**src/rtl/tnn_vote_pkg.sv**
```systemverilog
// Shared constants and types for the whitewine TNN feature-voting stage.
// The comparator netlist fixes W; the derived widths follow N_FEAT.
package tnn_vote_pkg;

    localparam int W      = 3;
    localparam int N_FEAT = 11;
    localparam int ADDR_W = $clog2(N_FEAT);
    localparam int CNT_W  = $clog2(N_FEAT + 1);

    // A strict majority of the features must hit for a positive class.
    localparam logic [CNT_W-1:0] VOTE_TH_RST = CNT_W'(N_FEAT / 2 + 1);

    typedef enum logic {
        ACCUM = 1'b0,
        OUT   = 1'b1
    } vote_state_t;

endpackage

```
**src/rtl/tnn_vote_if.sv**
```systemverilog
// Config, feature-stream and result signals of tnn_vote_unit.
// The master drives config, features and result-ready; the slave is the vote unit.
interface tnn_vote_if;
    import tnn_vote_pkg::*;

    logic              cfg_we;
    logic [ADDR_W-1:0] cfg_addr;
    logic [W-1:0]      cfg_data;
    logic              cfg_vote_we;
    logic [CNT_W-1:0]  cfg_vote;

    logic              s_valid;
    logic              s_ready;
    logic [W-1:0]      s_data;
    logic              s_last;

    logic              m_valid;
    logic              m_ready;
    logic [CNT_W-1:0]  m_score;
    logic              m_class;
    logic              m_err;

    modport master (
        output cfg_we, cfg_addr, cfg_data, cfg_vote_we, cfg_vote,
        output s_valid, s_data, s_last, m_ready,
        input  s_ready, m_valid, m_score, m_class, m_err
    );

    modport slave (
        input  cfg_we, cfg_addr, cfg_data, cfg_vote_we, cfg_vote,
        input  s_valid, s_data, s_last, m_ready,
        output s_ready, m_valid, m_score, m_class, m_err
    );

endinterface

```
**src/rtl/cgp.sv**
```systemverilog
// Approximate 3-bit comparator from the TNN library netlist.
// Hit when a > b, or when a == b and a is odd.
module cgp (
    input  logic [2:0] input_a,
    input  logic [2:0] input_b,
    output logic       cgp_out
);

    logic eq2;
    logic eq1;
    logic gt2;
    logic gt1;

    assign eq2 = ~(input_a[2] ^ input_b[2]);
    assign eq1 = ~(input_a[1] ^ input_b[1]);
    assign gt2 = input_a[2] & ~input_b[2];
    assign gt1 = input_a[1] & ~input_b[1];

    // At bit 0 the ">" and "== with a[0]" terms collapse to a[0] alone.
    assign cgp_out = gt2 | (eq2 & gt1) | (eq2 & eq1 & input_a[0]);

endmodule

```
**src/rtl/tnn_vote_unit.sv**
```systemverilog
// Feature-voting stage: counts comparator hits over one sample against
// programmable thresholds and reports score, class and framing error.
module tnn_vote_unit
    import tnn_vote_pkg::*;
(
    input  logic       clk,
    input  logic       rst,
    tnn_vote_if.slave  bus
);

    vote_state_t       state;
    vote_state_t       next_state;

    logic [W-1:0]      thr [N_FEAT];
    logic [W-1:0]      thr_sel;
    logic [CNT_W-1:0]  vote_th;

    logic [ADDR_W-1:0] idx;
    logic [CNT_W-1:0]  cnt;
    logic [CNT_W-1:0]  score_next;
    logic              hit;
    logic              hs;
    logic              at_end;
    logic              close;

    logic [CNT_W-1:0]  score_q;
    logic              class_q;
    logic              err_q;

    // NOTE: thresholds live in flops, not RAM, because the whole file must
    // clear on reset; a resettable loop like this cannot map to a memory macro.
    always_ff @(posedge clk) begin
        if (rst) begin
            for (int i = 0; i < N_FEAT; i++) thr[i] <= '0;
        end else if (bus.cfg_we && (bus.cfg_addr < ADDR_W'(N_FEAT))) begin
            thr[bus.cfg_addr] <= bus.cfg_data;
        end
    end

    always_ff @(posedge clk) begin
        if (rst)                  vote_th <= VOTE_TH_RST;
        else if (bus.cfg_vote_we) vote_th <= bus.cfg_vote;
    end

    // NOTE: every combinational output gets a default first so no path
    // through the block leaves it unassigned and infers a latch.
    always_comb begin
        thr_sel = '0;
        if (idx < ADDR_W'(N_FEAT)) thr_sel = thr[idx];
    end

    // The read uses the registered file, so a same-cycle write is seen next cycle.
    cgp u_cgp (
        .input_a (bus.s_data),
        .input_b (thr_sel),
        .cgp_out (hit)
    );

    assign hs         = bus.s_valid && bus.s_ready;
    assign at_end     = (idx == ADDR_W'(N_FEAT - 1));
    assign close      = hs && (bus.s_last || at_end);
    assign score_next = cnt + CNT_W'(hit);

    // NOTE: sequential state uses non-blocking assignments so every flop
    // samples pre-edge values regardless of statement order.
    always_ff @(posedge clk) begin
        if (rst) state <= ACCUM;
        else     state <= next_state;
    end

    always_comb begin
        next_state = state;
        unique case (state)
            ACCUM: if (close) next_state = OUT;
            OUT:   if (bus.m_valid && bus.m_ready) next_state = ACCUM;
        endcase
    end

    always_comb begin
        bus.s_ready = 1'b0;
        bus.m_valid = 1'b0;
        unique case (state)
            ACCUM: bus.s_ready = 1'b1;
            OUT:   bus.m_valid = 1'b1;
        endcase
    end

    // Count never exceeds N_FEAT since the sample closes at the last index.
    always_ff @(posedge clk) begin
        if (rst) begin
            idx <= '0;
            cnt <= '0;
        end else if (close) begin
            idx <= '0;
            cnt <= '0;
        end else if (hs) begin
            idx <= idx + ADDR_W'(1);
            cnt <= score_next;
        end
    end

    // Result is latched once at close and held through OUT; later vote
    // threshold writes do not disturb a pending class.
    always_ff @(posedge clk) begin
        if (rst) begin
            score_q <= '0;
            class_q <= 1'b0;
            err_q   <= 1'b0;
        end else if (close) begin
            score_q <= score_next;
            class_q <= (score_next >= vote_th);
            err_q   <= (bus.s_last != at_end);
        end
    end

    assign bus.m_score = score_q;
    assign bus.m_class = class_q;
    assign bus.m_err   = err_q;

endmodule
```
**src/flat_wrapper.sv**
```systemverilog
// flat-port wrapper written by rule: the top's interface ports become plain ports
module tnn_vote_unit_flat import tnn_vote_pkg::*;
  (clk, rst, bus_cfg_we, bus_cfg_addr, bus_cfg_data, bus_cfg_vote_we, bus_cfg_vote, bus_s_valid, bus_s_data, bus_s_last, bus_m_ready, bus_s_ready, bus_m_valid, bus_m_score, bus_m_class, bus_m_err);
  tnn_vote_if bus_i ();
  input  logic clk;
  input  logic rst;
  input wire logic [$bits(bus_i.cfg_we)-1:0] bus_cfg_we;
  input wire logic [$bits(bus_i.cfg_addr)-1:0] bus_cfg_addr;
  input wire logic [$bits(bus_i.cfg_data)-1:0] bus_cfg_data;
  input wire logic [$bits(bus_i.cfg_vote_we)-1:0] bus_cfg_vote_we;
  input wire logic [$bits(bus_i.cfg_vote)-1:0] bus_cfg_vote;
  input wire logic [$bits(bus_i.s_valid)-1:0] bus_s_valid;
  input wire logic [$bits(bus_i.s_data)-1:0] bus_s_data;
  input wire logic [$bits(bus_i.s_last)-1:0] bus_s_last;
  input wire logic [$bits(bus_i.m_ready)-1:0] bus_m_ready;
  output wire logic [$bits(bus_i.s_ready)-1:0] bus_s_ready;
  output wire logic [$bits(bus_i.m_valid)-1:0] bus_m_valid;
  output wire logic [$bits(bus_i.m_score)-1:0] bus_m_score;
  output wire logic [$bits(bus_i.m_class)-1:0] bus_m_class;
  output wire logic [$bits(bus_i.m_err)-1:0] bus_m_err;
  assign bus_i.cfg_we = bus_cfg_we;
  assign bus_i.cfg_addr = bus_cfg_addr;
  assign bus_i.cfg_data = bus_cfg_data;
  assign bus_i.cfg_vote_we = bus_cfg_vote_we;
  assign bus_i.cfg_vote = bus_cfg_vote;
  assign bus_i.s_valid = bus_s_valid;
  assign bus_i.s_data = bus_s_data;
  assign bus_i.s_last = bus_s_last;
  assign bus_i.m_ready = bus_m_ready;
  assign bus_s_ready = bus_i.s_ready;
  assign bus_m_valid = bus_i.m_valid;
  assign bus_m_score = bus_i.m_score;
  assign bus_m_class = bus_i.m_class;
  assign bus_m_err = bus_i.m_err;
  tnn_vote_unit u_core (.clk(clk), .rst(rst), .bus(bus_i));
endmodule
```
**config.mk**
```make
export PLATFORM = sky130hd
export DESIGN_NAME = tnn_vote_unit_flat
export DESIGN_NICKNAME = d
export VERILOG_FILES = /design/src/rtl/tnn_vote_pkg.sv /design/src/rtl/tnn_vote_if.sv /design/src/rtl/cgp.sv /design/src/rtl/tnn_vote_unit.sv /design/src/flat_wrapper.sv
export SDC_FILE = /design/constraint.sdc
export NUM_CORES = 1
export LEC_CHECK = 0
export ABC_CLOCK_PERIOD_IN_PS = 3600
export BUFFER_PORTS_ARGS = -buffer_cell sky130_fd_sc_hd__buf_2
export CORE_MARGIN = 3
export CORE_UTILIZATION = 54
export CTS_CLUSTER_DIAMETER = 200
export CTS_CLUSTER_SIZE = 16
export DETAILED_ROUTE_END_ITERATION = 6
export PLACE_DENSITY = 0.72
export SYNTH_ARGS = -nofsm -noshare
export SYNTH_HDL_FRONTEND = slang
export SYNTH_SLANG_ARGS = --single-unit
```
**constraint.sdc**
```tcl
create_clock -name clk -period 3.6 [get_ports clk]
set_input_delay 0.54 -clock clk [delete_from_list [all_inputs] [get_ports clk]]
set_output_delay 0.54 -clock clk [all_outputs]
set_load 0.03 [all_outputs]
```
==> Flow_metrics.wiki <==
{| class="wikitable"
! Metric !! Value
|-
| Worst-Margin Slew || 0.638 ns
|-
| Setup Total Neg Slack || 0 ns
|-
| Core Region || 0.00444 sq mm
|-
| Avg Inst Size Synth || 11.6 sq um
|-
| Wire length per cell || 13.5 um
|-
| Initial antenna violation count || 0
|-
| Starting utilization of the core area || 0.568
|-
| Longest Clk Path Bufs || 2
|-
| Clock insertion delay at the later pin of the skew report || 0.30 ns
|-
| Portion of synthesized cell area occupied by the leading cell type || 0.357
|-
| Row Count || 24
|-
| Number of cells on the worst reg-to-reg path || 14
|-
| Number of different library cells in the post-synthesis netlist || 33
|-
| Syn Inst Count || 218
|-
| WHS Endpoint || u_core.vote_th[1]$_SDFFE_PP1P_
|-
| Antenna cells || 0
|-
| Detailed-routing iteration count for the pre-antenna-repair pass || 4
|-
| CTS H-tree lvls || 2
|-
| Crit-path max FO || 4
|-
| Maximum frequency from static timing analysis || 294 MHz
|-
| Max-cap viol count || 0
|-
| Count of endpoints failing setup in the final report || 0
|-
| Max VDD drop || 0.255 mV
|-
| First-iteration detailed-routing DRC count || 91
|-
| Library cell used as clock root buffer || clkbuf_8
|-
| Worst slew margin relative to its limit || 0.572
|-
| Leakage power figure || 1.22 nW
|-
| Vias per Instance || 5.24
|-
| Number of buffers added by the clock tree synthesis step || 5
|-
| Endpoint kind of the worst setup timing path || flop
|-
| Count of buffers inserted at the top-level ports || 27
|-
| Post-synthesis to final-layout area growth || 13.4%
|-
| Placer's final routability congestion estimate || 0.750
|-
| HPWL reported at the end of detailed placement || 3.17 mm
|-
| Tot GR Track Use || 0.170
|-
| Final layout net count || 290
|-
| Wire length of the first global-routing pass || 6.98 mm
|-
| Top cell type by total area after synthesis || edfxtp_1
|-
| Hold buffers post-CTS || 0
|-
| HP Start || bus_cfg_vote[1]
|-
| Final-report hold violation count || 0
|-
| Worst hold path type || input pin to flop
|-
| Class of the most critical setup path || flop to flop
|-
| Final WL || 4.20 mm
|-
| Number of global-route vias before repair || 1466
|-
| P per Cell Area || 435 mW/mm^2
|-
| Antenna Nets Post-Route || 0
|-
| Main area contributors after synthesis || edfxtp_1, dfxtp_1, mux4_1
|-
| Boundary Pins || 29
|-
| Pin count of the biggest net entering global routing || 17
|-
| Register clock-pin slew on the reported worst setup and hold paths || 0.09 ns
|-
| Tmin final || 3.40 ns
|-
| TritonCTS clock tree || built
|-
| Post-CTS Setup Inserts || 0
|-
| DP Cell Count || 303
|-
| Final cycle utilization of the critical path || 0.944
|-
| Final Instance Count excl. Fillers || 311
|-
| Result of the run || completed
|-
| Setup repair after global routing missed its margin || no
|-
| End of the worst register-to-register path || u_core.bus.m_class$_SDFFE_PP0P_
|-
| Hold path cells || 3
|-
| Post-synthesis sequential area ratio || 0.555
|-
| Clock sink total || 55
|-
| Filler Cell Count || 346
|-
| Number of warnings issued by yosys || 0
|-
| Ratio of cells with drive above 1 in the final layout || 0.166
|-
| Flip-flop and latch count after synthesis || 55
|-
| Layout Utilization || 0.644
|-
| Die area || 0.00553 sq mm
|-
| Register-to-register path setup slack || 0.20 ns
|-
| Type of origin of the critical path || flop
|-
| Arrival time worst endpoint || 3.58 ns
|-
| Residual overflow from global routing || 0
|-
| Vias after detailed routing || 1630
|-
| Clock Skews || 0.00195 ns
|-
| Post-synthesis instance area || 0.00252 sq mm
|-
| Die height || 74.4 um
|-
| Post-route DRC violation count || 0
|-
| Horiz. Die Dim || 74.4 um
|-
| Req. time, crit path || 3.78 ns
|-
| Number of slew-limit violations in the final report || 0
|}
per-stage QoR:
stage                     worst slack (ns)  instance area [sq um]  total power [mW]  hold WS [ns]
final                                0.201                   2860              1.24         0.452
after global routing                0.0390                   2860              1.30         0.444
after CTS                            0.118                   2860              1.25         0.446
after detailed placement             0.124                   2750             0.870         0.463
after global placement               0.174                   2750             0.866         0.450
after floorplan                      0.460                   2560             0.821         0.441
worst max-delay path, cell delays in order, from the launching register on:
cell and delay, ns:
dfxtp_2 0.39, buf_4 0.16, mux4_1 0.55, mux2i_1 0.15
o22a_2 0.15, ha_1 0.21, a21o_1 0.15, a21o_1 0.19
ha_1 0.20, ha_1 0.30, ha_1 0.28, a21o_1 0.15
a21o_1 0.16, a21oi_1 0.15, a21oi_1 0.08
report_power, final:
| group | switching, mW | internal, mW |
|---|---|---|
| combinational | 0.0776 | 0.0673 |
| clock | 0.186 | 0.204 |
| sequential | 0.0150 | 0.694 |
| total | 0.279 | 0.965 |
worst max path at each step:
stage	slack, ns	startpoint	to	depth (start not counted)
2_1_floorplan	0.46	flop	u_core.bus.m_class$_SDFFE_PP0P_	14
3_3_place_gp	0.17	flop	u_core.bus.m_class$_SDFFE_PP0P_	14
3_5_place_dp	0.12	flop	u_core.bus.m_class$_SDFFE_PP0P_	14
4_1_cts	0.12	flop	u_core.bus.m_class$_SDFFE_PP0P_	14
5_1_grt	0.04	flop	u_core.bus.m_class$_SDFFE_PP0P_	14
6_report	0.20	flop	u_core.bus.m_class$_SDFFE_PP0P_	14
cells in the mapped netlist:
library cell	number
a211oi_1	1
nor2_2	1
nor3_1	3
nor2b_1	3
or3_1	1
conb_1	1
and3_1	1
o21ai_0	4
nand2b_1	3
buf_6	1
mux2i_1	11
nand2_1	32
a2111oi_4	1
buf_2	1
a21o_1	5
nand3_1	1
nand3b_1	1
xor2_1	4
ha_1	11
xnor2_1	2
o211ai_1	2
o21ai_1	1
edfxtp_1	30
o22a_2	2
nor2_1	34
nor3b_1	1
a41o_1	1
mux4_1	8
a21oi_1	8
inv_1	12
dfxtp_1	25
clkbuf_1	5
nand4_1	1
area by class of cell:
type	count	area (sq um)	area share
clock buffers	5	68.8	0.0240
clock inverters	3	38.8	0.0136
inverters	12	45.0	0.0157
multi-input cells	153	1080	0.376
flip-flops and latches	55	1400	0.490
well taps	52	65.1	0.0227
repair buffers	31	165	0.0577
flip-flops by register name, summed over array words and instances, names as in the netlist, named ones only:
register            cells
u_core.bus.m_score      4
u_core.vote_th          4
u_core.cnt              4
u_core.bus.m_class      1
u_core.thr             32
u_core.idx              4
u_core.bus.m_err        1
u_core.state            1
cell families (layout without fill, tap and decap cells):
family          count (synthesis)  after routing  share of synthesized area
other cells                     1             10                    0.00149
compound gates                 25             25                     0.0724
mux                            19             19                      0.127
xor+xnor                        6              6                     0.0208
flops                          55             55                      0.555
fa+ha+maj                      11             11                     0.0545
buf+inv                        19             51                     0.0317
simple gates                   82             82                      0.137
routing by layer:
| metal | routed length (um) | global-route usage |
|---|---|---|
| met4 | 59 | 0.0534 |
| met5 | 0 | 0 |
| met2 | 1850 | 0.255 |
| met3 | 193 | 0.0486 |
| met1 | 2090 | 0.240 |
layout by cell type (no fill, tap or decap), drive strengths merged:
cell / instances
bufinv: 1
clkbuf: 5
ha: 11
xor2: 4
nor2b: 3
nand3b: 1
conb: 10
o211ai: 2
or3: 1
nor2: 35
a41o: 1
nor3b: 1
a21oi: 8
a2111oi: 1
o21ai: 5
a21o: 5
nand3: 1
a211oi: 1
dfxtp: 25
buf: 31
nand2b: 3
mux4: 8
clkinv: 2
xnor2: 2
nand4: 1
o22a: 2
mux2i: 11
inv: 12
nand2: 32
edfxtp: 30
and3: 1
nor3: 3
repair_timing:
item | in CTS | in global routing
setup endpoints to repair | 0 | 1
resized for setup | 0 | 1
hold endpoints to repair | 0 | 0
(Power assumes the default switching activity.)
